==> src/rtl/wave_meter.sv <==
// Waveform measurement receiver: averages the input period over 2^AVG_LOG2 rising
// crossings (with hysteresis) and captures peak-to-peak amplitude in the same window.
module wave_meter #(
  parameter int unsigned MID      = 128,
  parameter int unsigned HYST     = 8,
  parameter int unsigned AVG_LOG2 = 2,
  parameter int unsigned PER_W    = 32,
  parameter int unsigned TIMEOUT  = 1_000_000
) (
  input  logic             clkin,
  input  logic             rst_n,
  input  logic             smp_en,
  input  logic [7:0]       smp,
  input  logic             start,
  output logic             busy,
  output logic             done,
  output logic             timeout,
  output logic [PER_W-1:0] period,
  output logic [7:0]       vmax,
  output logic [7:0]       vmin,
  output logic [7:0]       vpp
);

  localparam int unsigned NCROSS  = 1 << AVG_LOG2;
  localparam int unsigned WD_W    = $clog2(TIMEOUT + 1);
  localparam logic [8:0]  THR_HI  = 9'(MID + HYST);
  localparam logic [8:0]  THR_LO  = 9'(MID - HYST);
  localparam logic [WD_W-1:0] WD_LAST = WD_W'(TIMEOUT - 1);
  localparam logic [4:0]  NC_LAST = 5'(NCROSS - 1);

  typedef enum logic [1:0] {
    S_IDLE,
    S_ARM,
    S_SYNC,
    S_MEAS
  } state_t;

  state_t state_q, state_d;

  logic             lvl_q, lvl_d;
  logic [PER_W-1:0] acc_q, acc_d;
  logic [WD_W-1:0]  wd_q, wd_d;
  logic [4:0]       nc_q, nc_d;
  logic [7:0]       trk_max_q, trk_max_d;
  logic [7:0]       trk_min_q, trk_min_d;
  logic             done_q, done_d;
  logic             tmo_q, tmo_d;
  logic [PER_W-1:0] period_q, period_d;
  logic [7:0]       vmax_q, vmax_d;
  logic [7:0]       vmin_q, vmin_d;
  logic [7:0]       vpp_q, vpp_d;

  logic             active;
  logic             accept;
  logic             rise_ev;
  logic             fall_ev;
  logic             complete;
  logic             wd_exp;
  logic [PER_W-1:0] acc_inc;
  logic [7:0]       fin_max;
  logic [7:0]       fin_min;

  assign active   = (state_q != S_IDLE);
  assign accept   = (state_q == S_IDLE) && start;
  assign rise_ev  = active && smp_en && !lvl_q && ({1'b0, smp} >= THR_HI);
  assign fall_ev  = active && smp_en &&  lvl_q && ({1'b0, smp} <= THR_LO);
  assign complete = (state_q == S_MEAS) && rise_ev && (nc_q == NC_LAST);
  // Any crossing clears the watchdog, so a completing crossing always beats expiry.
  assign wd_exp   = active && !rise_ev && !fall_ev && (wd_q >= WD_LAST);
  assign acc_inc  = (acc_q == '1) ? acc_q : acc_q + PER_W'(1);
  assign fin_max  = (smp > trk_max_q) ? smp : trk_max_q;
  assign fin_min  = (smp < trk_min_q) ? smp : trk_min_q;

  always_ff @(posedge clkin) begin
    if (!rst_n) begin
      state_q <= S_IDLE;
    end else begin
      state_q <= state_d;
    end
  end

  always_comb begin
    state_d = state_q;
    case (state_q)
      S_IDLE: if (start) state_d = S_ARM;
      S_ARM: begin
        if (wd_exp)       state_d = S_IDLE;
        else if (fall_ev) state_d = S_SYNC;
      end
      S_SYNC: begin
        if (wd_exp)       state_d = S_IDLE;
        else if (rise_ev) state_d = S_MEAS;
      end
      S_MEAS: begin
        if (complete || wd_exp) state_d = S_IDLE;
      end
      default: state_d = S_IDLE;
    endcase
  end

  always_comb begin
    busy    = active;
    done    = done_q;
    timeout = tmo_q;
    period  = period_q;
    vmax    = vmax_q;
    vmin    = vmin_q;
    vpp     = vpp_q;
  end

  always_comb begin
    lvl_d     = lvl_q;
    acc_d     = acc_q;
    wd_d      = wd_q;
    nc_d      = nc_q;
    trk_max_d = trk_max_q;
    trk_min_d = trk_min_q;
    done_d    = 1'b0;
    tmo_d     = tmo_q;
    period_d  = period_q;
    vmax_d    = vmax_q;
    vmin_d    = vmin_q;
    vpp_d     = vpp_q;

    // Forcing lvl high on arm means the first counted edge must follow a true low.
    if (accept) begin
      lvl_d = 1'b1;
      tmo_d = 1'b0;
    end else if (rise_ev) begin
      lvl_d = 1'b1;
    end else if (fall_ev) begin
      lvl_d = 1'b0;
    end

    if (accept || rise_ev || fall_ev || (state_d != state_q)) begin
      wd_d = '0;
    end else if (active) begin
      wd_d = wd_q + WD_W'(1);
    end

    case (state_q)
      S_SYNC: begin
        if (rise_ev) begin
          acc_d     = '0;
          nc_d      = '0;
          trk_max_d = smp;
          trk_min_d = smp;
        end
      end
      S_MEAS: begin
        acc_d = acc_inc;
        if (smp_en) begin
          trk_max_d = fin_max;
          trk_min_d = fin_min;
        end
        if (rise_ev) nc_d = nc_q + 5'd1;
      end
      default: ;
    endcase

    if (complete) begin
      done_d   = 1'b1;
      tmo_d    = 1'b0;
      period_d = acc_inc >> AVG_LOG2;
      vmax_d   = fin_max;
      vmin_d   = fin_min;
      vpp_d    = fin_max - fin_min;
    end else if (wd_exp) begin
      done_d = 1'b1;
      tmo_d  = 1'b1;
    end
  end

  always_ff @(posedge clkin) begin
    if (!rst_n) begin
      lvl_q     <= 1'b0;
      acc_q     <= '0;
      wd_q      <= '0;
      nc_q      <= '0;
      trk_max_q <= '0;
      trk_min_q <= '0;
      done_q    <= 1'b0;
      tmo_q     <= 1'b0;
      period_q  <= '0;
      vmax_q    <= '0;
      vmin_q    <= '0;
      vpp_q     <= '0;
    end else begin
      lvl_q     <= lvl_d;
      acc_q     <= acc_d;
      wd_q      <= wd_d;
      nc_q      <= nc_d;
      trk_max_q <= trk_max_d;
      trk_min_q <= trk_min_d;
      done_q    <= done_d;
      tmo_q     <= tmo_d;
      period_q  <= period_d;
      vmax_q    <= vmax_d;
      vmin_q    <= vmin_d;
      vpp_q     <= vpp_d;
    end
  end

endmodule

==> config.mk <==
export PLATFORM = sky130hd
export DESIGN_NAME = wave_meter
export DESIGN_NICKNAME = d
export VERILOG_FILES = /design/src/rtl/wave_meter.sv
export SDC_FILE = /design/constraint.sdc
export NUM_CORES = 1
export LEC_CHECK = 0
export CORE_MARGIN = 1.5
export CORE_UTILIZATION = 52
export DETAILED_ROUTE_END_ITERATION = 8
export PLACE_DENSITY = 0.73
export SLEW_MARGIN = 20
export SYNTH_ARGS = -nofsm -noshare
export SYNTH_HDL_FRONTEND = slang
export SYNTH_SLANG_ARGS = --single-unit
==> constraint.sdc <==
create_clock -name clkin -period 8 [get_ports clkin]
set_clock_uncertainty 0.2 [all_clocks]
set_input_delay 1.6 -clock clkin [delete_from_list [all_inputs] [get_ports clkin]]
set_output_delay 1.6 -clock clkin [all_outputs]
set_load 0.01 [all_outputs]
After elaboration in Yosys (flattened, before gate mapping)
Cells that the tools add are included.
W data, S select, Z words.
{"block": "classes", "n_bitwise": 1, "add_sub_neg": 4, "order_cmp": 5, "n_reduce_logical": 29, "eq_ne": 10, "muxes": 27}
{"op": "$mux W32", "n": 2}
{"op": "$pmux W32 S2", "n": 1}
{"op": "$mux W8", "n": 5}
{"op": "$add A32 B1 Y32 const B", "n": 1}
{"op": "$eq A32 B32 Y1 const B", "n": 1}
{"op": "$pmux W8 S2", "n": 2}
{"op": "$add A20 B1 Y20 const B", "n": 1}
{"op": "$ge A20 B20 Y1 const B", "n": 1}
{"op": "$mux W2", "n": 6}
{"op": "$logic_and A1 B1 Y1", "n": 11}
{"op": "$mux W5", "n": 2}
{"op": "$pmux W5 S2", "n": 1}
{"op": "$reduce_and A3 Y1", "n": 3}
{"op": "$ge A8 B8 Y1 const B", "n": 1}
{"op": "$gt A8 B8 Y1", "n": 1}
{"op": "$le A8 B7 Y1 const B", "n": 1}
{"op": "$lt A8 B8 Y1", "n": 1}
{"op": "$ne A2 B2 Y1 const B", "n": 4}
{"op": "$pmux W2 S4", "n": 1}
{"op": "$sub A8 B8 Y8", "n": 1}
{"op": "$mux W1", "n": 7}
{"op": "$reduce_bool A2 Y1", "n": 3}
{"op": "$add A5 B1 Y5 const B", "n": 1}
{"op": "$eq A5 B2 Y1 const B", "n": 1}
{"op": "10 further kinds", "n": 17}
{"block": "totals", "wordCells": 90, "out_inout_bits": 59, "in_bits": 12, "reg_bits": 132}

Depth between registers and ports, before layout
{"block": "depth", "word_depth": 14, "ltp_mapped": 18, "mapped_depth_nobuf": 18}

Worst setup path before layout
Ideal clock, no wire load.
{"block": "synth_timing", "path_kind": "input to register", "startpoint": "input port smp[7]", "endpoint": "register vpp_q[5] (netlist: vpp[5])", "arrival_time_ns": 4.435, "setup_ns": 0.132, "path_stages": 13, "path_buffers": 1, "required_ns": 7.668, "setup_slack_ns": 3.232, "path_cell_list": "ha_1 -> o2111ai_1 -> o31ai_1 -> clkbuf_1 -> mux2i_1 -> ha_1 -> nor2b_1 -> o21ai_0 -> a21oi_1 -> o21a_1 -> or3_1 -> nand3_1 -> a21oi_1"}
{"block": "synth_between", "elab_chain_cells": 4, "elab_cells_between_ends": 9, "cone_classes": "add/sub (1); order compare (3); mux (2); reduce/logical (3)"}
{"item": "start, declared", "line_no": "13", "rtl": "input logic [7:0] smp,"}
{"item": "branches (longest 4 deep; another with $gt A8 B8 Y1)"}
{"item": "end signal, assigned", "line_no": "200", "rtl": "vpp_q <= vpp_d;"}
{"item": "end, declared", "line_no": "51", "rtl": "logic [7:0] vpp_q, vpp_d;"}
Several ways; the timed one is not identified.
A chain may end at the register's enable or synchronous reset.

Worst setup path in the final report
{"block": "layout_timing", "startpoint": "input port smp[6]", "endpoint": "register vpp_q[6] (netlist: vpp[6])"}
Same word-level chain as after synthesis.

==> reports/metrics.yaml <==
outcome: "completed"
first_global_vias: 5666
dieWidth_um: 117
crit_required_ns: 8.15
clock_sinks: 132
path_clk_slew_ns: 0.06
ir_worst_vdd_uv: 185
area_growth_pct: 19.5
synth_top_cell_area_share: 0.393
place_congestion: 0.910
cpPeakStageDelay_ns: 0.63
post-place-ws_ns: 2.09
cts-root-buf: "clkbuf_16"
avgSynthCellArea_um2: 8.22
post_cts_buffers: 0
synth_seq_cells: 132
synth_top_cell_by_area: "dfxtp_1"
synthFlopType: "dfxtp_1"
vias: 6052
final_layout_size_suffix_gt1_frac: 0.0650
setup_viol: 0
startpoint: "smp[6]"
combPwrFrac: 0.064
reg2reg_to: "vpp[6]"
first_pass_iters: 5
grt_overflow: 0
r2r_cells: 18
yosys_warnings: 0
ctsResizeCount: 0
nets: 903
gr-usage-all-layers: 0.256
crit_path_start_kind: "input pin"
r2r_slack_ns: 3.93
dieArea_um2: 13600
start_util: 0.533
final_util: 0.637
sw_frac_of_total: 0.226
tightest_slew_ns: 1.16
hold_buffers: 0
path_buf_inv: 2
final_cells: 1049
worstSkewPairLatency_ns: 0.42
critPathTopFamily: "compound AO/OA/AOI/OAI gates"
grt_pass1_wl_um: 27400
cp-end-kind: "flop"
crit_top_cell: "a21oi_1"
drv_cap: 0
route.detailed.drc: 0
rows: 41
synth_area_leaders: "dfxtp_1 (39%), nor2_1 (6.5%), ha_1 (4.6%)"
seq_area_frac_synth: 0.393
synthDistinctLibCells: 66
io_buffers: 68
io_pins: 71
wl_um: 16700
syn_inst: 819
clkPwrFrac: 0.500
postRouteAntennaNets: 0
place_inst: 1018
critPathKind: "input pin to flop"
max_freq_ghz: 0.182
fin_ws_ns: 2.52
dr.first_iter.drc_count: 482
crit_slowest_cell: "clkdlybuf4s50_1"
cts_buffers: 17
crit_chain: "clkdlybuf4s50_1 > ha_1 > a21o_1 > a21oi_1 > o211ai_1 > nand2_1 > nor2_1 > a21oi_1 > ha_1 > inv_1 > fa_1 > a21o_1 > a21oi_1 > o21bai_1 > a21oi_1 > xnor2_1 > nand2_1 > a21oi_1"
die_y_um: 117
arrival_ns: 5.63
async_flop_share: 0
slew_headroom: 0.226
hp-class: "flop to flop"
drv_slew: 0
synth-edff-count: 0
cts_tree: "yes"
core-area_um2: 12600
min_period_ns: 5.48
grt_max_degree: 58
hold_viol_final: 0
wl_per_cell_um: 15.9
finalPower_uw: 1520
clockBufferDepth: 2
synth_area_um2: 6730
r2r_start: "trk_max_q[6]"
switchingPower_uw: 343
cellLeakagePower_uw: 0.00274
path_max_fanout: 10
viasPerCell: 5.77
rsz0062_at_grt: "no"
endpoint: "vpp[6]"
post-route-period-util: 0.685
antenna_found_initial: 0
p_seq_frac: 0.436
hpwl_um: 11400
htree_levels: 4
tns_ns: 0
crit_cells: 18
intPower_uw: 1180
diodes: 0
power_density_nw_per_um2: 189
kinds of logic (layout without fill, tap and decap cells):
group                      after synthesis  after routing  synth area share
buffers and inverters                   74            131            0.0469
DFF                                    132            132             0.393
other                                    1              2          0.000557
and+or+nand+nor                        298            298             0.208
AOI/OAI and AO/OA                      213            213             0.199
muxes                                   26             26            0.0398
adders and majority gates               26             26            0.0495
xor gates and xnor gates                49             49            0.0638
metal layers:
layer  part of all wire  GRT usage  up-vias
li1                   -          -     3002
met1               0.46      0.334     2817
met2               0.47      0.412      194
met3              0.056     0.0659       39
met4              0.019     0.0924        0
met5                  0          0        -
per-stage QoR:
step           area [µm²]  hold slack (ns)
6_report             8040            0.271
5_1_grt              8040            0.305
4_1_cts              8040            0.277
3_5_place_dp         7460            0.250
3_3_place_gp         7460            0.253
2_1_floorplan        6730            0.237
how the worst min path moves through the flow:
stage               slack (ns)  cells after the start  startpoint       end
floorplan                 0.24                      2    wd_q[19]  wd_q[19]
global placement          0.25                      2      vpp[3]    vpp[3]
detailed placement        0.25                      2      vpp[3]    vpp[3]
CTS                       0.28                      2      vpp[1]    vpp[1]
global route              0.30                      2     nc_q[1]   nc_q[1]
finish                    0.27                      2      vpp[1]    vpp[1]
cell type report:
class | instances | area, µm²
Sequential cell | 132 | 2640
Timing Repair Buffer | 71 | 703
Inverter | 29 | 109
Tap cell | 172 | 215
Clock buffer | 22 | 474
Clock inverter | 9 | 104
Fill cell | 1081 | 4580
Multi-Input combinational cell | 614 | 3800
synth_stat cells (all sizes together), types with 3 or more instances:
library cell	count
a211oi	31
a21o	6
a21oi	64
a31oi	13
and2	3
and3	9
and4	4
buf	17
clkbuf	28
dfxtp	132
ha	25
inv	27
mux2	6
mux2i	20
nand2	71
nand3	22
nand3b	3
nand4	16
nor2	117
nor3	25
nor4	6
o21a	5
o21ai	60
o31ai	13
or3	12
xnor2	23
xor2	26
power by group through the flow:
stage          sequential, µW  combinational [µW]  clock, µW
6_report                  663                96.6        760
5_1_grt                   663                 107        798
4_1_cts                   663                95.0        772
3_5_place_dp              677                94.1          0
3_3_place_gp              677                91.0          0
2_1_floorplan             674                69.2          0
cell usage in the layout, fill, tap and decap left out, drive strengths merged, types with 3 or more instances in the layout:
| cell type | n |
|---|---|
| nand3 | 22 |
| nand2 | 71 |
| a211oi | 31 |
| clkdlybuf4s50 | 68 |
| xnor2 | 23 |
| clkbuf | 22 |
| o21a | 5 |
| a21o | 6 |
| or3 | 12 |
| dfxtp | 132 |
| and3 | 9 |
| xor2 | 26 |
| o21ai | 60 |
| clkinv | 6 |
| mux2 | 6 |
| o31ai | 13 |
| nand3b | 3 |
| and2 | 3 |
| nand4 | 16 |
| a21oi | 64 |
| and4 | 4 |
| a31oi | 13 |
| nor4 | 6 |
| mux2i | 20 |
| nor2 | 117 |
| ha | 25 |
| inv | 28 |
| buf | 3 |
| nor3 | 25 |
state kept, by name (all words and copies together), names as in the netlist, 5 cells and up:
register and count:
acc_q 32, period 30, wd_q 20, trk_max_q 8, trk_min_q 8, vmax 8
vmin 8, vpp 8, nc_q 5
worst register-to-register path, cell delays in order, from the launching register on:
cell and delay (ns):
dfxtp_1 0.35, inv_1 0.05, ha_1 0.29, a21o_1 0.18, a21oi_1 0.29, o211ai_1 0.24
nand2_1 0.38, nor2_1 0.10, a21oi_1 0.20, ha_1 0.21, inv_1 0.07, fa_1 0.42
a21o_1 0.18, a21oi_1 0.21, o21bai_1 0.09, a21oi_1 0.17, xnor2_1 0.13, nand2_1 0.07
a21oi_1 0.15
No activity file was read; power rests on OpenSTA's default activity.
